===== src/rtl/systolic_seq_ctrl.sv =====
// systolic_seq_ctrl: per-kij sequencer for the ROW x COL weight-stationary array.
// Each kernel position runs weight load, one bubble cycle, activation streaming,
// array drain and partial-sum read-out; the bench-level handshake is start/busy/done.
// Optional macro SYSTOLIC_SEQ_PERF_EN adds the stall_cycles performance counter.
module systolic_seq_ctrl #(
  parameter int ROW     = 4,
  parameter int COL     = 4,
  parameter int NUM_INP = 8,
  parameter int KIJ_LEN = 9,
  parameter int ADDR_W  = 11,
  localparam int CNT_W  = $clog2((((ROW + COL) > NUM_INP) ? (ROW + COL) : NUM_INP) + 1),
  localparam int KIJ_W  = (KIJ_LEN > 1) ? $clog2(KIJ_LEN) : 1
) (
  input  logic              clk,
  input  logic              reset,
  input  logic              start,
  input  logic              stall,
  input  logic [ADDR_W-1:0] w_base,
  input  logic [ADDR_W-1:0] act_base,
  output logic              busy,
  output logic              sram_rd,
  output logic [ADDR_W-1:0] sram_addr,
  output logic [1:0]        inst_w,
  output logic              mode,
  output logic              ofifo_rd,
  output logic              psum_wr,
  output logic [ADDR_W-1:0] psum_addr,
  output logic [KIJ_W-1:0]  kij,
`ifdef SYSTOLIC_SEQ_PERF_EN
  output logic [31:0]       stall_cycles,
`endif
  output logic              iter_done,
  output logic              compute_done
);

  typedef enum logic [2:0] {
    S_IDLE, S_LOAD_W, S_GAP, S_EXEC, S_DRAIN, S_RDOUT, S_DONE
  } state_t;

  localparam logic [CNT_W-1:0] LOAD_LAST  = CNT_W'(ROW - 1);
  localparam logic [CNT_W-1:0] EXEC_LAST  = CNT_W'(NUM_INP - 1);
  localparam logic [CNT_W-1:0] DRAIN_LAST = CNT_W'(ROW + COL - 1);
  localparam logic [KIJ_W-1:0] KIJ_LAST   = KIJ_W'(KIJ_LEN - 1);

  state_t              state_q, state_d;
  logic [CNT_W-1:0]    cnt_q, cnt_d;
  logic [KIJ_W-1:0]    kij_q, kij_d;
  logic [ADDR_W-1:0]   w_base_q, act_base_q;
  logic                latch;
  logic                stall_eff;
  logic [ADDR_W-1:0]   kij_ext, cnt_ext, w_addr, a_addr;

  // Stall only freezes the states that move data; GAP/DRAIN/IDLE/DONE run through it.
  assign stall_eff = stall && ((state_q == S_LOAD_W) || (state_q == S_EXEC) ||
                               (state_q == S_RDOUT));

  assign kij_ext   = ADDR_W'(kij_q);
  assign cnt_ext   = ADDR_W'(cnt_q);
  assign w_addr    = w_base_q + kij_ext * ADDR_W'(ROW) + cnt_ext;
  assign a_addr    = act_base_q + cnt_ext;
  assign psum_addr = kij_ext * ADDR_W'(NUM_INP) + cnt_ext;
  assign kij       = kij_q;

  // State, counters and latched base addresses.
  always_ff @(posedge clk) begin
    if (reset) begin
      state_q    <= S_IDLE;
      cnt_q      <= '0;
      kij_q      <= '0;
      w_base_q   <= '0;
      act_base_q <= '0;
    end else begin
      state_q <= state_d;
      cnt_q   <= cnt_d;
      kij_q   <= kij_d;
      if (latch) begin
        w_base_q   <= w_base;
        act_base_q <= act_base;
      end
    end
  end

  // Next-state logic and output decode from state, cnt, kij and stall.
  always_comb begin
    state_d      = state_q;
    cnt_d        = cnt_q;
    kij_d        = kij_q;
    latch        = 1'b0;
    busy         = (state_q != S_IDLE);
    sram_rd      = 1'b0;
    sram_addr    = '0;
    inst_w       = 2'b00;
    mode         = 1'b0;
    ofifo_rd     = 1'b0;
    iter_done    = 1'b0;
    compute_done = 1'b0;
    case (state_q)
      S_IDLE: begin
        if (start) begin
          latch   = 1'b1;
          cnt_d   = '0;
          kij_d   = '0;
          state_d = S_LOAD_W;
        end
      end
      S_LOAD_W: begin
        sram_addr = w_addr;
        if (!stall_eff) begin
          sram_rd = 1'b1;
          inst_w  = 2'b01;
          if (cnt_q == LOAD_LAST) begin
            cnt_d   = '0;
            state_d = S_GAP;
          end else begin
            cnt_d = cnt_q + CNT_W'(1);
          end
        end
      end
      S_GAP: begin
        inst_w  = 2'b01;
        state_d = S_EXEC;
      end
      S_EXEC: begin
        mode      = 1'b1;
        sram_addr = a_addr;
        if (!stall_eff) begin
          sram_rd = 1'b1;
          inst_w  = 2'b10;
          if (cnt_q == EXEC_LAST) begin
            cnt_d   = '0;
            state_d = S_DRAIN;
          end else begin
            cnt_d = cnt_q + CNT_W'(1);
          end
        end
      end
      S_DRAIN: begin
        mode = 1'b1;
        if (cnt_q == DRAIN_LAST) begin
          cnt_d   = '0;
          state_d = S_RDOUT;
        end else begin
          cnt_d = cnt_q + CNT_W'(1);
        end
      end
      S_RDOUT: begin
        mode = 1'b1;
        if (!stall_eff) begin
          ofifo_rd = 1'b1;
          if (cnt_q == EXEC_LAST) begin
            iter_done = 1'b1;
            cnt_d     = '0;
            if (kij_q == KIJ_LAST) begin
              kij_d   = '0;
              state_d = S_DONE;
            end else begin
              kij_d   = kij_q + KIJ_W'(1);
              state_d = S_LOAD_W;
            end
          end else begin
            cnt_d = cnt_q + CNT_W'(1);
          end
        end
      end
      S_DONE: begin
        compute_done = 1'b1;
        kij_d        = '0;
        state_d      = S_IDLE;
      end
      default: state_d = S_IDLE;
    endcase
    psum_wr = ofifo_rd;
  end

`ifdef SYSTOLIC_SEQ_PERF_EN
  // Saturating count of effective stall cycles; restarts on each accepted start.
  always_ff @(posedge clk) begin
    if (reset) begin
      stall_cycles <= '0;
    end else if (latch) begin
      stall_cycles <= '0;
    end else if (stall_eff && busy && (stall_cycles != '1)) begin
      stall_cycles <= stall_cycles + 32'd1;
    end
  end
`endif

endmodule


===== config.mk =====
export PLATFORM = sky130hd
export DESIGN_NAME = systolic_seq_ctrl
export DESIGN_NICKNAME = d
export VERILOG_FILES = /design/src/rtl/systolic_seq_ctrl.sv
export SDC_FILE = /design/constraint.sdc
export NUM_CORES = 1
export LEC_CHECK = 0
export BUFFER_PORTS_ARGS = -buffer_cell sky130_fd_sc_hd__buf_2
export CAP_MARGIN = 20
export CORE_MARGIN = 2
export CORE_UTILIZATION = 54
export DETAILED_ROUTE_END_ITERATION = 8
export PLACE_DENSITY = 0.81
export REMOVE_ABC_BUFFERS = 1
export SLEW_MARGIN = 40
export SYNTH_ARGS = -nofsm -noshare
export SYNTH_HDL_FRONTEND = slang
export SYNTH_SLANG_ARGS = --single-unit

===== constraint.sdc =====
create_clock -name clk -period 2.8 [get_ports clk]
set_input_delay 0.28 -clock clk [delete_from_list [all_inputs] [get_ports clk]]
set_output_delay 0.28 -clock clk [all_outputs]
set_load 0.02 [all_outputs]

**Word level (Yosys, flattened, before mapping)**

Cells that the tools add are included.

- Add/sub/neg operators: 6
- Multipliers: 0
- Divide/modulo/power cells: 0
- Magnitude comparators: 0
- Equal/unequal tests: 18
- Shifts and indexed selects: 0
- Multiplexer cells: 34
- Bitwise gates (word level): 0
- Reduce and logical (&&, ||, !) cells: 13

Operators with widths:

| kind | number |
|---|---|
| $mux 4 | 8 |
| $mux 3 | 9 |
| $add 11x4->11 | 2 |
| $pmux 11 s2 | 1 |
| $pmux 3 s6 | 1 |
| $pmux 4 s4 | 1 |
| $ne 2x2->1 const B | 6 |
| $pmux 4 s3 | 1 |
| $add 11x6->11 | 1 |
| $mux 1 | 11 |
| $eq 3x3->1 const B | 3 |
| $add 4x1->4 const B | 2 |
| $add 7x4->8 | 1 |
| $reduce_and 4->1 | 2 |
| $reduce_and 8->1 | 1 |
| $eq 3x2->1 const B | 2 |
| $ne 2x1->1 const B | 3 |
| $pmux 2 s3 | 1 |
| $reduce_bool 3->1 | 2 |
| $eq 4x2->1 const B | 1 |
| $eq 4x3->1 const B | 1 |
| $eq 4x4->1 const B | 1 |
| $reduce_bool 4->1 | 1 |
| $reduce_or 2->1 | 2 |
| 6 further kinds | 7 |

- Register bits after elaboration: 33
- Latch bits: 0
- Bits in writable memories: 0
- ROM bits: 0
- Input bits: 26
- Output and inout bits: 35
- Word-level logic and storage cells: 76
- Memories kept: 0

**Longest topological paths before layout**

- Word-level depth: 6
- Depth in mapped cells: 9
- Mapped depth without buffers: 9

**Worst setup path after synthesis**

Ideal clock, no wire load.

- Kind: reg-to-output
- Start point: register kij_q[0] (netlist: kij[0])
- End point: output sram_addr[8]
- Data arrival time: 2.830 ns
- Path slack: -0.310 ns
- Cell stages (with the launch flop): 10
- Buffers on the path: 0
- Cell sequence: dfxtp_1 > inv_1 > fa_1 > inv_1 > ha_1 > a41oi_1 > o21ai_0 > a21oi_1 > nor3b_1 > nor4_1

- Word-level cells in the longest chain between the ends: 3

Ends and longest elaborated chain:

| element | RTL line | RTL |
|---|---|---|
| start, declared | 47 | `logic [KIJ_W-1:0] kij_q, kij_d;` |
| start signal, assigned | 75 | `kij_q <= kij_d;` |
| $add 11x6->11 | 59 | `assign w_addr = w_base_q + kij_ext * ADDR_W'(ROW) + cnt_ext;` |
| $add 11x4->11 | 59 |  |
| $pmux 11 s2 | 97 | `case (state_q)` |
| end, declared | 22 | `output logic [ADDR_W-1:0] sram_addr,` |

Every way passes these cells.

**Final worst setup path**

- Start point: register w_base_q[2]
- End point: output sram_addr[8]

- Word-level cells in the longest chain between the ends: 3

Ends and longest elaborated chain:

| element | RTL line | RTL |
|---|---|---|
| start, declared | 48 | `logic [ADDR_W-1:0] w_base_q, act_base_q;` |
| start signal, assigned | 77 | `w_base_q <= w_base;` |
| $add 11x6->11 | 59 |  |
| $add 11x4->11 | 59 |  |
| $pmux 11 s2 | 97 |  |

Every way passes these cells.

==> metrics.txt <==
outcome finished, violations left; failing checks setup timing; number of synthesized flops with an enable pin 0; clk sinks 33; Power Density 594.7 nW/um^2; min Tclk post-route 2.924 ns; final hold viol count 0; worst-case reg-to-reg path depth 7; Slew @ Worst Pin 0.6050 ns; #FFs+latches synth 33; DR vias 2493; Comb pwr share 0.452; DP Area approximately 2800 um^2; root buf cell clkbuf_8; Levels on crit path 10; WS Path Type register to primary output; sequential share of power 0.353; fraction of layout cells with a size suffix above 1 0.3089; die width 71.99 um; Mapped Cells 322; Avg Inst Size Synth 7.752 um^2; Port Buf Inserts 57; antenna viol nets, final 0; clock latency on the worst-skew pair around 0.30 ns; crit-path cells inv_2 > fa_2 > inv_2 > ha_4 > a41oi_2 > o21ai_1 > a21oi_2 > and3_1 > nor4_2 > buf_4; final setup vio count 5; met3 wire length 341 um; total track usage 0.2545; initial DRC count 180; R2R setup slack 0.62 ns; number of distinct library cells after synthesis 51; max-slew violations 0; R2R Path End state_q[1]; WL/cell 15.00 um; initial antenna violation count 0; Yosys warning count 0; Primary FF master, synth dfxtp_1; Peak VDD IR 334.3 uV; Placed Cells 422; max incr delay on CP roughly 0.6 ns; Max Cap Viol 0; Buf+Inv Stages, Crit Path 3; CP max-delay cell fa_2; power share of the clock group 0.195; Die Y 71.99 um; first-pass GRT wire length about 10000 um; DR pass1 iterations 4; Leakage around 1.4 nW; asr flop ratio synth 0; RePlAce Congestion 0.9417; Tcrit/Tclk final 1.044; hold_ws 0.2051 ns; I/O Pins 61; Post-Syn Area 2496 um^2; met1 WL 2893 um; commonest non-fill, non-tap cell in the layout nand2_1; Net Sw Power 0.7778 mW; post-layout util 0.6891; Filler cells approximately 340; register area share after synthesis 0.2647; Worst Hold Depth 3; fin area 3042 um^2; TritonCTS clock tree done; pin count of the biggest net entering global routing 34; Max Fclk approximately 0.34 GHz; final setup skew 0.009214 ns; antenna cells 0; Worst Path Required about 2.5 ns; DP Worst Slack -0.03811 ns; RSZ-0062 raised after global routing true; post-detail-place hpwl roughly 4400 um; Inserted Clock Buffers 5; die area 5183 um^2; Layout Nets 430; crit-path max FO 5; vias in the first global route roughly 2300; min-delay worst type input pin to register; total grt overflow 0; Layout Cells excl Fill 434; critical path endpoint category primary output; Int Pwr 1.031 mW; Initial Util 0.5655; crit path launch type register; Arr. time, crit path 2.64 ns; drc violations 0; row count 24; H-tree depth 2; total wire length 6508 um; metal2 WL 3082 um; most used cell, CP inv_2; post-route worst setup slack -0.1235 ns; Vias/cell 5.744; most frequent cells in the layout nand2_1 (57), buf_2 (52), a21oi_1 (38); Slew headroom 0.5967; Core ar. 4414 um^2; CP delay by family, top adder cells; clock transition at the registers of the reported paths 0.07 ns; clock buffer depth 2; Hold Crit Endpoint w_base_q[3]; Reg-to-Reg Start cnt_q[1]; switching portion of total power 0.4300; Layout area overhead 21.85%; hold path startpoint w_base[3]; max layer used met4
==> how the worst max path moves through the flow <==
stage	end	from	slack, ns
floorplan	sram_addr[8]	cnt_q[2]	-0.35
global placement	sram_addr[6]	cnt_q[2]	0.09
detailed placement	sram_addr[8]	cnt_q[2]	-0.04
CTS	sram_addr[8]	w_base_q[2]	-0.03
global route	sram_addr[8]	w_base_q[2]	-0.16
finish	sram_addr[8]	w_base_q[2]	-0.12
==> cell type report <==
cell class                      count  area [um^2]  area share
Tap cell                           52        65.06     0.02139
Inverter                           17        63.81     0.02098
Multi-Input combinational cell    253         1750      0.5755
Sequential cell                    33        669.4      0.2201
Timing Repair Buffer               71        410.4      0.1349
Clock buffer                        6        72.57     0.02386
Clock inverter                      2        10.01    0.003291
==> cells by family after synthesis <==
kind of cell    share of synthesized area
compound gates                     0.1960
xor+xnor                          0.05263
fa+ha+maj                          0.1273
buf+inv                           0.09223
flops                              0.2647
mux                               0.01203
other cells                      0.001502
simple gates                       0.2536
==> power groups by stage <==
stage	clock [mW]	sequential (mW)	combinational [mW]
finish	0.352	0.639	0.818
global route	0.383	0.653	0.909
CTS	0.358	0.631	0.777
detailed placement	0	0.638	0.756
global placement	0	0.634	0.742
floorplan	0	0.637	0.496
==> worst reg2reg max path: stages (launching register included) <==
cell	delay (ns)
dfxtp_1	0.39
buf_4	0.18
ha_1	0.27
nor4b_1	0.28
o22ai_1	0.18
a211o_1	0.33
or3_1	0.35
a21oi_1	0.13
==> state kept, by name (all words and copies together), names as in the netlist <==
| signal | cells |
|---|---|
| act_base_q | 11 |
| cnt_q | 4 |
| kij | 4 |
| state_q | 3 |
| w_base_q | 11 |
==> per-stage QoR <==
step	TNS [ns]	power, mW
after floorplan	-0.9774	1.133
after global placement	0	1.376
after detailed placement	-0.03811	1.394
after CTS	-0.06648	1.766
after global routing	-0.6484	1.945
final	-0.3035	1.809
==> per-layer routing <==
metal | GRT usage | vias up
met2 | 0.4002 | 79
met1 | 0.3409 | 1154
li1 | - | 1241
met5 | 0 | -
met4 | 0.1132 | 0
met3 | 0.04861 | 19
==> repair_timing <==
item	CTS	global route
hold buffers	0	0
gates resized for setup	23	20
setup buffers	3	1
endpoints found under the setup margin	6	6
pin swaps	12	11
endpoints found under the hold margin	0	0
==> Yosys cell counts (all sizes together) (4+ instances only) <==
master,count,share of area
nand2,57,0.086
a21oi,41,0.082
dfxtp,33,0.26
nor2,22,0.033
ha,19,0.095
inv,17,0.026
clkbuf,11,0.033
nand3,11,0.022
o21ai,10,0.020
buf,9,0.030
xor2,9,0.032
nor3,6,0.012
xnor2,6,0.021
o22ai,5,0.013
a211oi,4,0.014
and3,4,0.010
fa,4,0.032
o21a,4,0.012
No activity file was read; power rests on OpenSTA's default activity.
